File: config.mk
export PLATFORM = sky130hd
export DESIGN_NAME = seq_shifter
export DESIGN_NICKNAME = d
export VERILOG_FILES = /design/src/rtl/seq_shifter.sv
export SDC_FILE = /design/constraint.sdc
export NUM_CORES = 1
export LEC_CHECK = 0
export ABC_AREA = 1
export BUFFER_PORTS_ARGS = -buffer_cell sky130_fd_sc_hd__buf_2
export CAP_MARGIN = 20
export CELL_PAD_IN_SITES_DETAIL_PLACEMENT = 1
export CELL_PAD_IN_SITES_GLOBAL_PLACEMENT = 2
export CORE_MARGIN = 4
export CORE_UTILIZATION = 28
export CTS_BUF_LIST = sky130_fd_sc_hd__clkbuf_8
export DETAILED_ROUTE_END_ITERATION = 8
export HOLD_SLACK_MARGIN = 0.03
export PLACE_DENSITY = 0.79
export SETUP_SLACK_MARGIN = 0.2
export SLEW_MARGIN = 5
export SYNTH_ARGS = -nofsm -noshare
export SYNTH_HDL_FRONTEND = slang
export SYNTH_SLANG_ARGS = --single-unit
File: constraint.sdc
create_clock -name clk -period 2.67 [get_ports clk]
set_clock_uncertainty 0.1 [all_clocks]
set_input_delay 0.267 -clock clk [delete_from_list [all_inputs] [get_ports clk]]
set_output_delay 0.267 -clock clk [all_outputs]
set_load 0.02 [all_outputs]
File: src/rtl/seq_shifter.sv
// Multi-cycle shift unit: SLL/SRL/SRA/ROL by up to STEP bit positions per clock,
// with a start/busy/done handshake and a registered result.
module seq_shifter #(
  parameter int WIDTH = 32,
  parameter int STEP  = 4
) (
  input  logic             clk,
  input  logic             rst,
  input  logic             start,
  input  logic [1:0]       op,
  input  logic [WIDTH-1:0] a,
  input  logic [WIDTH-1:0] b,
  output logic             busy,
  output logic             done,
  output logic [WIDTH-1:0] result
);

  localparam int SHW = $clog2(WIDTH);
  // STEP <= WIDTH = 2**SHW, so one extra bit always holds it.
  localparam logic [SHW:0] STEP_W = (SHW+1)'(STEP);

  typedef enum logic [1:0] {IDLE, SHIFT, DONE} state_e;
  typedef enum logic [1:0] {OP_SLL, OP_SRL, OP_SRA, OP_ROL} op_e;

  state_e           state_q, state_d;
  logic [WIDTH-1:0] acc_q, acc_d;
  logic [SHW-1:0]   cnt_q, cnt_d;
  logic [1:0]       opr_q, opr_d;
  logic [WIDTH-1:0] result_q, result_d;

  logic [SHW-1:0]   k;
  logic [WIDTH-1:0] shifted;
  logic             accept;

  // Only the low SHW bits of the amount are meaningful.
  logic unused_b;
  assign unused_b = ^b[WIDTH-1:SHW];

  function automatic logic [WIDTH-1:0] shift_by(input logic [1:0] mode,
                                                input logic [WIDTH-1:0] x,
                                                input logic [SHW-1:0] amt);
    logic [WIDTH-1:0] r;
    logic [SHW:0]     ramt;
    ramt = (SHW+1)'(WIDTH) - {1'b0, amt};
    case (op_e'(mode))
      OP_SLL:  r = x << amt;
      OP_SRL:  r = x >> amt;
      OP_SRA:  r = $signed(x) >>> amt;
      default: r = (x << amt) | (x >> ramt);  // amt=0 gives x >> WIDTH = 0
    endcase
    return r;
  endfunction

  // NOTE: combinational blocks assign every output a default first so no latch is inferred.
  always_comb begin
    state_d  = state_q;
    acc_d    = acc_q;
    cnt_d    = cnt_q;
    opr_d    = opr_q;
    result_d = result_q;

    k       = ({1'b0, cnt_q} < STEP_W) ? cnt_q : STEP_W[SHW-1:0];
    shifted = shift_by(opr_q, acc_q, k);
    accept  = start && (state_q != SHIFT);

    case (state_q)
      SHIFT: begin
        acc_d = shifted;
        cnt_d = cnt_q - k;
        if ({1'b0, cnt_q} <= STEP_W) begin
          state_d  = DONE;
          result_d = shifted;
        end
      end
      DONE:    state_d = IDLE;
      default: state_d = IDLE;
    endcase

    if (accept) begin
      state_d = SHIFT;
      acc_d   = a;
      cnt_d   = b[SHW-1:0];
      opr_d   = op;
    end
  end

  // NOTE: sequential state uses non-blocking assignments; reset is asynchronous and clears every register.
  always_ff @(posedge clk or posedge rst) begin
    if (rst) begin
      state_q  <= IDLE;
      acc_q    <= '0;
      cnt_q    <= '0;
      opr_q    <= '0;
      result_q <= '0;
    end else begin
      state_q  <= state_d;
      acc_q    <= acc_d;
      cnt_q    <= cnt_d;
      opr_q    <= opr_d;
      result_q <= result_d;
    end
  end

  assign busy   = (state_q == SHIFT);
  assign done   = (state_q == DONE);
  assign result = result_q;

endmodule

Word level (Yosys, flattened, before mapping). Cells that the tools add are included.

Add/subtract/negate cells: 2. $lt $le $gt $ge: 2. Equal/unequal tests: 6. Shifts and indexed selects: 4. Muxes and demuxes: 9. Bitwise gates (word level): 1. Reductions and logical operators: 4.

Operators by type and width (number): one-hot mux 32 bit (3 select lines) (1); two-way mux 32 bit (2); bitwise OR 32 bit (1); << shifter 32 x 5 -> 32 bit (1); >> shifter 32 x 5 -> 32 bit (1); >> shifter 32 x 6 -> 32 bit (1); >>> shifter 32 x 5 -> 32 bit (1); two-way mux 5 bit (3); two-way mux 2 bit (3); subtractor 6 x 5 -> 6 bit, first input constant (1); less-or-equal comparator 5 x 3 -> 1 bit, second input constant (1); < comparator 5 x 3 -> 1 bit, second input constant (1); subtractor 5 bit (1); equality test 2 x 1 -> 1 bit, second input constant (2); equality test 2 bit, second input constant (2); inequality test 3 x 1 -> 1 bit, second input constant (1); zero test 2 bit (1); inequality test 2 x 1 -> 1 bit, second input constant (1); AND reduction 2 bit (1); nonzero test 2 bit (1); logical AND 1 bit (1).

Register bits: 73. Input bits: 69.

Depth between registers and ports, before layout. Gate-level depths: netlist of run 1.

Word-level depth: 8. Gate-level depth with buffers: 19. Depth with buffers taken out: 18.

Least setup slack after synthesis of run 1. No wires, ideal clock.

Path kind: flip-flop to flip-flop. Start point: register cnt_q[4]. End point: register result_q[0], in the netlist result[0]. Data arrival time: 2.576 ns. Data required time: 2.452 ns. Slack: -0.124 ns. Stages on the path, launching flop included: 19. Path buffers: 3. Clock period less this slack: 2.794 ns. Cells stage by stage: dfrtp_1 nor2_8 nand2_4 nor2_8 inv_2 buf_2 ha_1 clkbuf_1 inv_1 buf_1 nand3_1 nand3_1 nand3_1 nand2_1 nand2_1 nand2_1 nand2_1 nand3_1 nand2_1.

Word-level cells in the longest chain between the ends: 6.

Ends and longest elaborated chain: from (decl) (line 27) `logic [SHW-1:0] cnt_q, cnt_d;`; from (signal assigned) (line 98) `cnt_q <= cnt_d;`; < comparator 5 x 3 -> 1 bit (line 62) `k = ({1'b0, cnt_q} < STEP_W) ? cnt_q : STEP_W[SHW-1:0];`; two-way mux 5 bit (line 62); subtractor 6 x 5 -> 6 bit (line 44) `ramt = (SHW+1)'(WIDTH) - {1'b0, amt};`; >> shifter 32 x 6 -> 32 bit (line 49) `default: r = (x << amt) | (x >> ramt);`; bitwise OR 32 bit (line 49); one-hot mux 32 bit (3 select lines) (line 45) `case (op_e'(mode))`; to (signal assigned) (line 100) `result_q <= result_d;`; to (decl) (line 29) `logic [WIDTH-1:0] result_q, result_d;`.

Parallel ways exist; a longest one is shown, timed or not. A chain may end at the register's enable or synchronous reset.

Final worst setup path of run 1.
Start point: register cnt_q[3]. End point: register acc_q[1].

Word-level cells in the longest chain between the ends: 8.

Ends and longest elaborated chain: < comparator 5 x 3 -> 1 bit (line 62); two-way mux 5 bit (*) (line 62); subtractor 6 x 5 -> 6 bit (line 44); >> shifter 32 x 6 -> 32 bit (line 49); bitwise OR 32 bit (line 49); one-hot mux 32 bit (3 select lines) (*) (line 45); two-way mux 32 bit (*) (line 66) `case (state_q)`; two-way mux 32 bit (*) (line 79) `if (accept) begin`; to (signal assigned) (line 91) `acc_q <= '0;`; to (signal assigned) (line 97) `acc_q <= acc_d;`; to (decl) (line 26) `logic [WIDTH-1:0] acc_q, acc_d;`.

Every way passes the cells marked *; elsewhere a longest branch is shown, timed or not. The select of a mux whose other input is x is not followed.

==> out/qor.yml, run 1 <==
place:
  dp_cells: 1300
  place_congestion: 0.935
  portBuffers: 75
  dp_hpwl_mm: 18.9
finish:
  nFillCells: 2719
  num_antenna_cells: 0
  multiInputGateArea_sq_mm: 0.00380
  register_area_sq_mm: 0.00183
  layout.nets: 1146
  final_cells: 1350
  area_growth_pct: 28.2
  drive_gt1_share_pct: 21.6
logic_synthesis:
  yosysSeqAreaShare_pct: 30.8
  ys_types: 37
  yosys.area.top_type: "dfrtp_1"
  synth_mux_area_share_pct: 0.169
  synth_top_area_share_pct: 30.8
  ys_top_cells_by_area: "dfrtp_1, nand2_1, nand3_1"
  synth_seq_cells: 73
  syn_area_per_cell_sq_um: 6.10
  synthCells: 972
  synth_top_family_by_area: "simple AND/OR/NAND/NOR gates"
  yosys.area_share.xor_xnor_pct: 0.148
  synth_area_sq_mm: 0.00593
  syn-num-nets: 1043
  yosys_warnings: 0
  synthAdderAreaFrac_pct: 0.422
  synth_compound_area_share_pct: 17.2
  yosys.area_share.simple_pct: 41.0
detailed_routing:
  wl_mm: 25.6
  drt_drc_violations_left: 0
  vias_per_cell: 5.23
  wl_per_cell_um: 18.9
  drtAntennaViolNets: 0
  drt_iter0_markers: 511
  vias: 7059
  firstDrtPassIters: 5
critical_path:
  crit_path_start_kind: "register"
  cp-end-kind: "register"
  required_ps: 2890
  worstPathArrival_ps: 2640
  crit_path_max_fanout: 6
  criticalPathCategory: "register to register"
global_routing:
  grt_pass1_wl_mm: 40.3
  grt_pass1_vias: 7244
  grt-ovfl-total: 0
  grt_max_degree: 36
  grt_usage_pct: 21.3
  grt_antenna_before_repair: 0
timing:
  period_share_pct: 90.7
  relSlewSlack_pct: 48.7
  slew_violations: 0
  period_needed_ps: 2420
  fmax_ghz: 0.413
  setup_viol: 0
  setup_tns_ps: 0
  finalHoldViolCount: 0
  worst_pin_slew_ps: 768
  rsz0062_at_grt: "yes"
hold_path:
  min_path_type: "input port to register"
clock_tree:
  clkSinkCount: 73
  clk_path_buf_depth: 2
  clk_pin_slew_ps: 80
  htree_levels: 3
  cts_buffers: 9
  cts-root-buf: "clkbuf_8"
  tritoncts: "built"
  clk_latency_ps: 380
pwr:
  ir_drop_mv: 0.534
  p_per_area_mw_per_mm2: 1520
  leakage_nw: 3.83
run_status:
  status: "complete, no violations"
die:
  io_pins: 103
  die_w_um: 154
  dieArea_sq_mm: 0.0236
  rows: 52
  initial_utilization_pct: 28.9
  core-area_sq_mm: 0.0206
  die_y_um: 154
flow_run:
  cap_violations: 0
[layout by cell type, fill, tap and decap left out, types with 4 or more instances in the layout]
master         instances
nand3_1               76
o21ai_0               49
o21ai_1               21
nand2_2               24
buf_2                 75
clkbuf_8              11
inv_2                 12
o2111ai_1              7
buf_4                 38
nand2_1              376
nand4_1               16
o211ai_1              29
o221ai_1              12
dlygate4sd3_1         20
dfrtp_1               71
nand3_2               33
a21oi_1               25
nor2_1                36
buf_12                 6
o22ai_1               16
nor2_4                 5
clkinv_2               4
inv_1                 80
[through the flow]
step / util, % / worst slack, ps / cell area, sq um / hold WS, ps / power [mW]
6_report: 37.0 / 249 / 7610 / 40.4 / 11.5
3_5_place_dp: 32.9 / 150 / 6760 / 292 / 9.66
4_1_cts: 35.1 / 209 / 7210 / 30.0 / 10.8
5_1_grt: 37.0 / 125 / 7610 / 46.2 / 12.5
3_3_place_gp: 32.9 / 194 / 6760 / 290 / 9.56
2_1_floorplan: - / 212 / 5990 / 288 / 7.12
[final timing paths]
kind	endpoint	startpoint	slack (ps)	cells past startpoint
max	acc_q[1]	cnt_q[3]	250	17
min	acc_q[27]	a[27]	40	3
max reg2reg	acc_q[1]	cnt_q[3]	250	17
min reg2reg	result[21]	result[21]	380	2
max in group asynchronous	cnt_q[4]	rst	1440	4
min in group asynchronous	result[9]	rst	400	3
[cell type report]
type	count	area share (%)
well taps	270	4.44
flip-flops and latches	73	24.0
clock inverters	5	1.02
multi-input cells	751	50.0
clock buffers	11	1.99
repair buffers	143	13.5
inverters	97	4.98
[kinds of logic (layout without fill, tap and decap cells)]
kind of cell / count (synthesis) / count (layout)
muxes: 1 / 1
xor gates and xnor gates: 1 / 1
adders and majority gates: 2 / 2
and+or+nand+nor: 578 / 578
DFF: 73 / 73
buffers and inverters: 148 / 256
other: 1 / 1
AOI/OAI and AO/OA: 168 / 168
[registers in the layout, indices dropped and copies added, names as in the netlist]
register	count
acc_q	32
cnt_q	5
opr_q	2
result	32
state_q	2
[synth_stat cells]
cell / number
o22ai_1: 16
nor2_4: 1
inv_1: 84
a31oi_1: 1
nor2_2: 3
clkbuf_1: 20
mux2i_1: 1
nand2_1: 399
buf_2: 23
buf_1: 4
o2111ai_1: 7
dfrtp_1: 73
o21ai_0: 49
nor2_8: 2
xor2_1: 1
nor2_1: 40
nand4_1: 16
ha_1: 2
buf_6: 1
nand3_1: 109
nor3_1: 1
o211ai_1: 29
inv_2: 13
o31ai_1: 1
buf_4: 3
conb_1: 1
nand2_4: 1
nand2_2: 3
and2_1: 1
a22oi_1: 2
o221ai_1: 12
o21ai_1: 22
nand3_4: 1
nand3_2: 1
o21a_1: 2
a21oi_1: 26
a221oi_1: 1
[worst max-delay path: stages (launching register included)]
cell,delay (ps)
dfrtp_2,450
nor2_8,210
nand2_8,80
nor2_8,100
inv_4,50
ha_4,310
buf_12,140
buf_8,130
nand3_2,90
nand2_1,80
nand2_1,70
nand2_1,100
inv_2,50
nand3_2,70
nand3_2,80
nand2_2,120
nand2_1,50
nand2_1,70
[where the power goes]
group          switching [mW]  internal (mW)  total (mW)
Combinational            5.75           2.78        8.52
Clock                   0.469          0.574        1.04
Sequential              0.343           1.62        1.96
Total                    6.56           4.97        11.5
[per-layer routing]
layer	track usage [%]	share of wire, %	wire (um)
met1	29.6	47	12100
met4	5.89	2.1	544
met3	3.04	3.2	828
met5	0	0	0
met2	34.7	47	12100
[repair_timing]
| action | in CTS | in global routing |
|---|---|---|
| cloned | 0 | 0 |
| pin swaps | 2 | 28 |
| setup buffers | 1 | 13 |
| hold buffers | 20 | 0 |
| hold endpoints to repair | 52 | 0 |
| endpoints found under the setup margin | 10 | 49 |
| gates resized for setup | 4 | 81 |
(Power assumes the default switching activity.)
==> inputs of run 2 (changes only) <==
--- a/config.mk
+++ b/config.mk
@@ -12,4 +12,4 @@
 export CELL_PAD_IN_SITES_GLOBAL_PLACEMENT = 2
-export CORE_MARGIN = 4
-export CORE_UTILIZATION = 28
+export CORE_MARGIN = 3
+export CORE_UTILIZATION = 33
 export CTS_BUF_LIST = sky130_fd_sc_hd__clkbuf_8
@@ -17,3 +17,3 @@
 export HOLD_SLACK_MARGIN = 0.03
-export PLACE_DENSITY = 0.79
+export PLACE_DENSITY = 0.87
 export SETUP_SLACK_MARGIN = 0.2
==> constraint.sdc (replaced) <==
create_clock -name clk -period 2.8 [get_ports clk]
set_clock_uncertainty 0.1 [all_clocks]
set_input_delay 0.28 -clock clk [delete_from_list [all_inputs] [get_ports clk]]
set_output_delay 0.28 -clock clk [all_outputs]
set_load 0.05 [all_outputs]
==> run 2 against run 1 <==
Net effect: sequential cell count is the same; largest power group unchanged; combinational power down 4.8%; sequential power fell by 5%.
==> out/qor.yml, run 2 (synthesized netlist as in run 1, its figures left out) <==
finish:
  final_cell_mix: "nand2_1, nand3_1, inv_1, buf_2, dfrtp_1"
  drive_gt1_share_pct: 16.0
  area_growth_pct: 21.3
  num_antenna_cells: 0
  final_cells: 1297
  layout.cells.most_common: "nand2_1"
  layout.nets: 1138
  fin_util_pct: 41.3
die:
  dieArea_sq_mm: 0.0196
  initial_utilization_pct: 34.1
  io_pins: 103
  core-area_sq_mm: 0.0174
  die_y_um: 140
  rows: 48
  die_w_um: 140
clock_tree:
  tritoncts: "built"
  clk_path_buf_depth: 2
  clk_latency_ps: 380
  cts_buffers: 9
  clk_pin_slew_ps: 100
  clkSinkCount: 73
  cts-root-buf: "clkbuf_8"
  htree_levels: 3
pwr:
  leakage_nw: 3.71
  p_per_area_mw_per_mm2: 1530
  ir_drop_mv: 0.421
timing:
  worst_pin_slew_ps: 705
  relSlewSlack_pct: 52.9
  worst_hold_slack_ps: 32.9
  setup_viol: 0
  period_share_pct: 89.7
  fmax_ghz: 0.398
  period_needed_ps: 2510
  setup_tns_ps: 0
  rsz0062_at_grt: "yes"
  slew_violations: 0
  finalHoldViolCount: 0
  setup_slack_ps: 289
hold_path:
  min_path_type: "input port to register"
  hold_depth: 3
detailed_routing:
  drt_drc_violations_left: 0
  wl_mm: 25.5
  vias_per_cell: 5.51
  firstDrtPassIters: 5
  vias: 7140
  wl_per_cell_um: 19.7
  drt_iter0_markers: 590
  drtAntennaViolNets: 0
global_routing:
  grt_pass1_wl_mm: 40.6
  grt_usage_pct: 26.0
  grt-ovfl-total: 0
  busiest_layer: "met2"
  use_met2_pct: 42.2
  grt_pass1_vias: 7246
  grt_max_degree: 38
  use_met1_pct: 35.9
  use_met3_pct: 4.44
  grt_antenna_before_repair: 0
critical_path:
  crit_path_max_fanout: 8
  crit_path_start_kind: "register"
  required_ps: 2970
  worstPathArrival_ps: 2680
  criticalPathCategory: "register to register"
  rr_worst_depth: 15
  cp-end-kind: "register"
place:
  dp_worst_setup_slack_ps: 197
  dp_cells: 1257
  portBuffers: 75
  dp_hpwl_mm: 18.6
  place_congestion: 0.918
run_status:
  status: "complete, no violations"
flow_run:
  cap_violations: 0
## run 2: what timing repair did
item                       in CTS  in global routing
pin swaps                       0                  3
setup buffers                   0                  8
gates resized for setup         1                 14
hold endpoints to repair       32                  1
hold buffers                   14                  1
setup endpoints to repair       4                 34
cloned                          0                  1
## run 2: worst paths after layout
check,start,endpoint,slack (ps)
max,cnt_q[4],acc_q[22],290
min,a[21],acc_q[21],30
max reg2reg,cnt_q[4],acc_q[22],290
min reg2reg,result[10],result[10],380
max in group asynchronous,rst,cnt_q[4],1650
min in group asynchronous,rst,result[8],330
## run 2: through the flow
stage	total power, mW	instance area (sq um)
after floorplan	7.16	5950
after CTS	10.7	7060
after global routing	12.0	7200
after global placement	9.49	6690
final	11.0	7200
after detailed placement	9.61	6690
## run 2: cell type report
type	instances	area, sq um
Timing Repair Buffer	134	918
Sequential cell	73	1830
Fill cell	2366	10200
Clock buffer	9	124
Inverter	97	373
Clock inverter	7	103
Multi-Input combinational cell	752	3570
Tap cell	225	282
## run 2: routing by layer
layer	vias up	wire, um
met5	-	0
met4	0	466
met3	32	1340
met2	224	11800
met1	3486	11900
li1	3398	-
## run 2: where the power goes
group / switching [mW] / internal, mW / total, mW / leakage [nW]
Sequential: 0.318 / 1.54 / 1.86 / 0.923
Clock: 0.498 / 0.512 / 1.01 / 0.110
Combinational: 5.72 / 2.40 / 8.11 / 2.68
## run 2: worst max-delay path: stages (launching register included)
cell and delay, ps:
dfrtp_2 460, nor2_8 180, nand2_8 80, nor2_8 110, inv_2 50, ha_4 290, clkinv_4 80, buf_4 180
nand3_1 110, nand3_1 100, nand3_1 100, nand2_1 60, nand2_1 60, nand3_1 210, nand2_1 120, nand3_1 80
==> inputs of run 3 (changes only) <==
- CTS_CLUSTER_SIZE: not set -> 20
- RECOVER_POWER: not set -> 100
==> run 3 against run 2 <==
Net effect: hold slack improved by 2.0 ps; power fell by 1.0%; count of clock-buffer cells in the layout did not move; sequential power barely moved; critical path type unchanged; register-to-register slack got worse by 90 ps; highest routed layer unchanged; setup slack got worse by 88 ps; via count barely moved; cell count did not move.
==> out/qor.yml, run 3 (synthesized netlist as in run 1, its figures left out) <==
run_status:
  status: "complete, no violations"
timing:
  setup_viol: 0
  period_share_pct: 92.8
  fmax_ghz: 0.385
  setup_tns_ps: 0
  slew_violations: 0
  rsz0062_at_grt: "yes"
  worst_pin_slew_ps: 1050
  period_needed_ps: 2600
  relSlewSlack_pct: 29.7
  finalHoldViolCount: 0
  worst_hold_slack_ps: 34.9
die:
  die_y_um: 140
  io_pins: 103
  rows: 48
  initial_utilization_pct: 34.1
  dieArea_sq_mm: 0.0196
  core-area_sq_mm: 0.0174
  die_w_um: 140
clock_tree:
  clk_path_buf_depth: 2
  clkSinkCount: 73
  htree_levels: 3
  cts_buffers: 9
  clk_latency_ps: 380
  tritoncts: "built"
  cts-root-buf: "clkbuf_8"
  clk_pin_slew_ps: 100
global_routing:
  grt_pass1_vias: 7246
  grt_pass1_wl_mm: 40.6
  grt_max_degree: 38
  grt_usage_pct: 26.0
  grt-ovfl-total: 0
  grt_antenna_before_repair: 0
finish:
  area_growth_pct: 19.7
  final_cell_mix: "nand2_1, nand3_1, inv_1, dfrtp_1, o21ai_0"
  layout.cells.most_common: "nand2_1"
  drive_gt1_share_pct: 12.3
  multiInputGateArea_sq_mm: 0.00356
  layout.nets: 1138
  nFillCells: 2385
  fin_util_pct: 40.8
  register_area_sq_mm: 0.00183
  num_antenna_cells: 0
pwr:
  ir_drop_mv: 0.420
  p_per_area_mw_per_mm2: 1530
  leakage_nw: 3.56
place:
  dp_hpwl_mm: 18.6
  place_congestion: 0.918
  portBuffers: 75
critical_path:
  critPathSlowestCell: "dfrtp_1"
  rr_worst_depth: 15
  crit_chain: "nor2_8, nand2_8, nor2_8, inv_2, ha_4, clkinv_4, clkbuf_2, nand3_1, nand3_1, nand3_1, nand2_1, nand2_1, nand3_1, nand2_1, nand3_1"
  crit_path_start_kind: "register"
  criticalPathCategory: "register to register"
  crit_path_max_fanout: 8
  crit_cells: 15
  required_ps: 2970
  cpLargestDelayFamily: "simple AND/OR/NAND/NOR gates"
  cpPeakStageDelay_ps: 460
  cp_common_cell: "nand3_1"
  worstPathArrival_ps: 2770
  cp-end-kind: "register"
  cp.buffers_inverters: 3
detailed_routing:
  drt_drc_violations_left: 0
  vias: 7139
  vias_per_cell: 5.50
  firstDrtPassIters: 7
  drt_iter0_markers: 567
  wl_mm: 25.4
  wl_per_cell_um: 19.6
  drtAntennaViolNets: 0
hold_path:
  min_path_type: "input port to register"
  hold_depth: 3
flow_run:
  cap_violations: 0
-- run 3: cell count changes in the layout (fill, tap and decap cells not counted), moves of 2 or more --
| cell | previous run | this run |
|---|---|---|
| buf_12 | 5 | 3 |
| buf_2 | 75 | 41 |
| buf_4 | 39 | 33 |
| clkbuf_1 | 0 | 36 |
| clkbuf_2 | 0 | 5 |
-- run 3: timing repair --
| action | CTS | global route |
|---|---|---|
| gates cloned | 0 | 1 |
| hold endpoints to repair | 32 | 1 |
| hold buffers | 14 | 1 |
| pin swaps | 0 | 3 |
| setup buffers | 0 | 8 |
| endpoints found under the setup margin | 4 | 34 |
| gates resized for setup | 1 | 14 |
-- run 3: through the flow --
stage                     std cells  worst slack [ps]  cell area [sq um]  power, mW
after CTS                      1287               201               7060       10.7
after detailed placement       1257               197               6690       9.61
final                          1297               200               7100       10.9
after global placement         1257               245               6690       9.49
after floorplan                 972               204               5950       7.16
after global routing           1297              76.8               7100       11.9
-- run 3: path summary, 6_finish.rpt --
kind	start	endpoint	slack (ps)
max	cnt_q[4]	acc_q[22]	200
min	a[21]	acc_q[21]	30
max reg2reg	cnt_q[4]	acc_q[22]	200
min reg2reg	result[5]	result[5]	390
max in group asynchronous	rst	cnt_q[3]	590
min in group asynchronous	rst	result[8]	530
-- run 3: worst register-to-register path: cells and delay by family (launching register included) --
kind	cells	cell delay, ps
and+or+nand+nor	11	1290
DFF	1	460
buffers and inverters	3	350
adders and majority gates	1	290
-- run 3: final cells by class --
cell class | count | share of cell area, %
Clock buffer | 9 | 1.74
Clock inverter | 7 | 1.44
Inverter | 97 | 5.21
Multi-Input combinational cell | 752 | 50.1
Sequential cell | 73 | 25.7
Tap cell | 225 | 3.96
Timing Repair Buffer | 134 | 11.7
-- run 3: routing by layer --
metal  global-route usage, %  up-vias  routed length (um)
li1                        -     3392                   -
met1                    35.9     3507               11800
met2                    42.2      208               11800
met3                    4.44       32                1320
met4                    6.88        0                 471
met5                       0        -                   0
-- run 3: power breakdown --
group | internal [mW] | switching, mW | leakage [nW]
Clock | 0.512 | 0.497 | 0.110
Combinational | 2.31 | 5.69 | 2.53
Sequential | 1.54 | 0.324 | 0.924
Total | 4.36 | 6.51 | 3.56
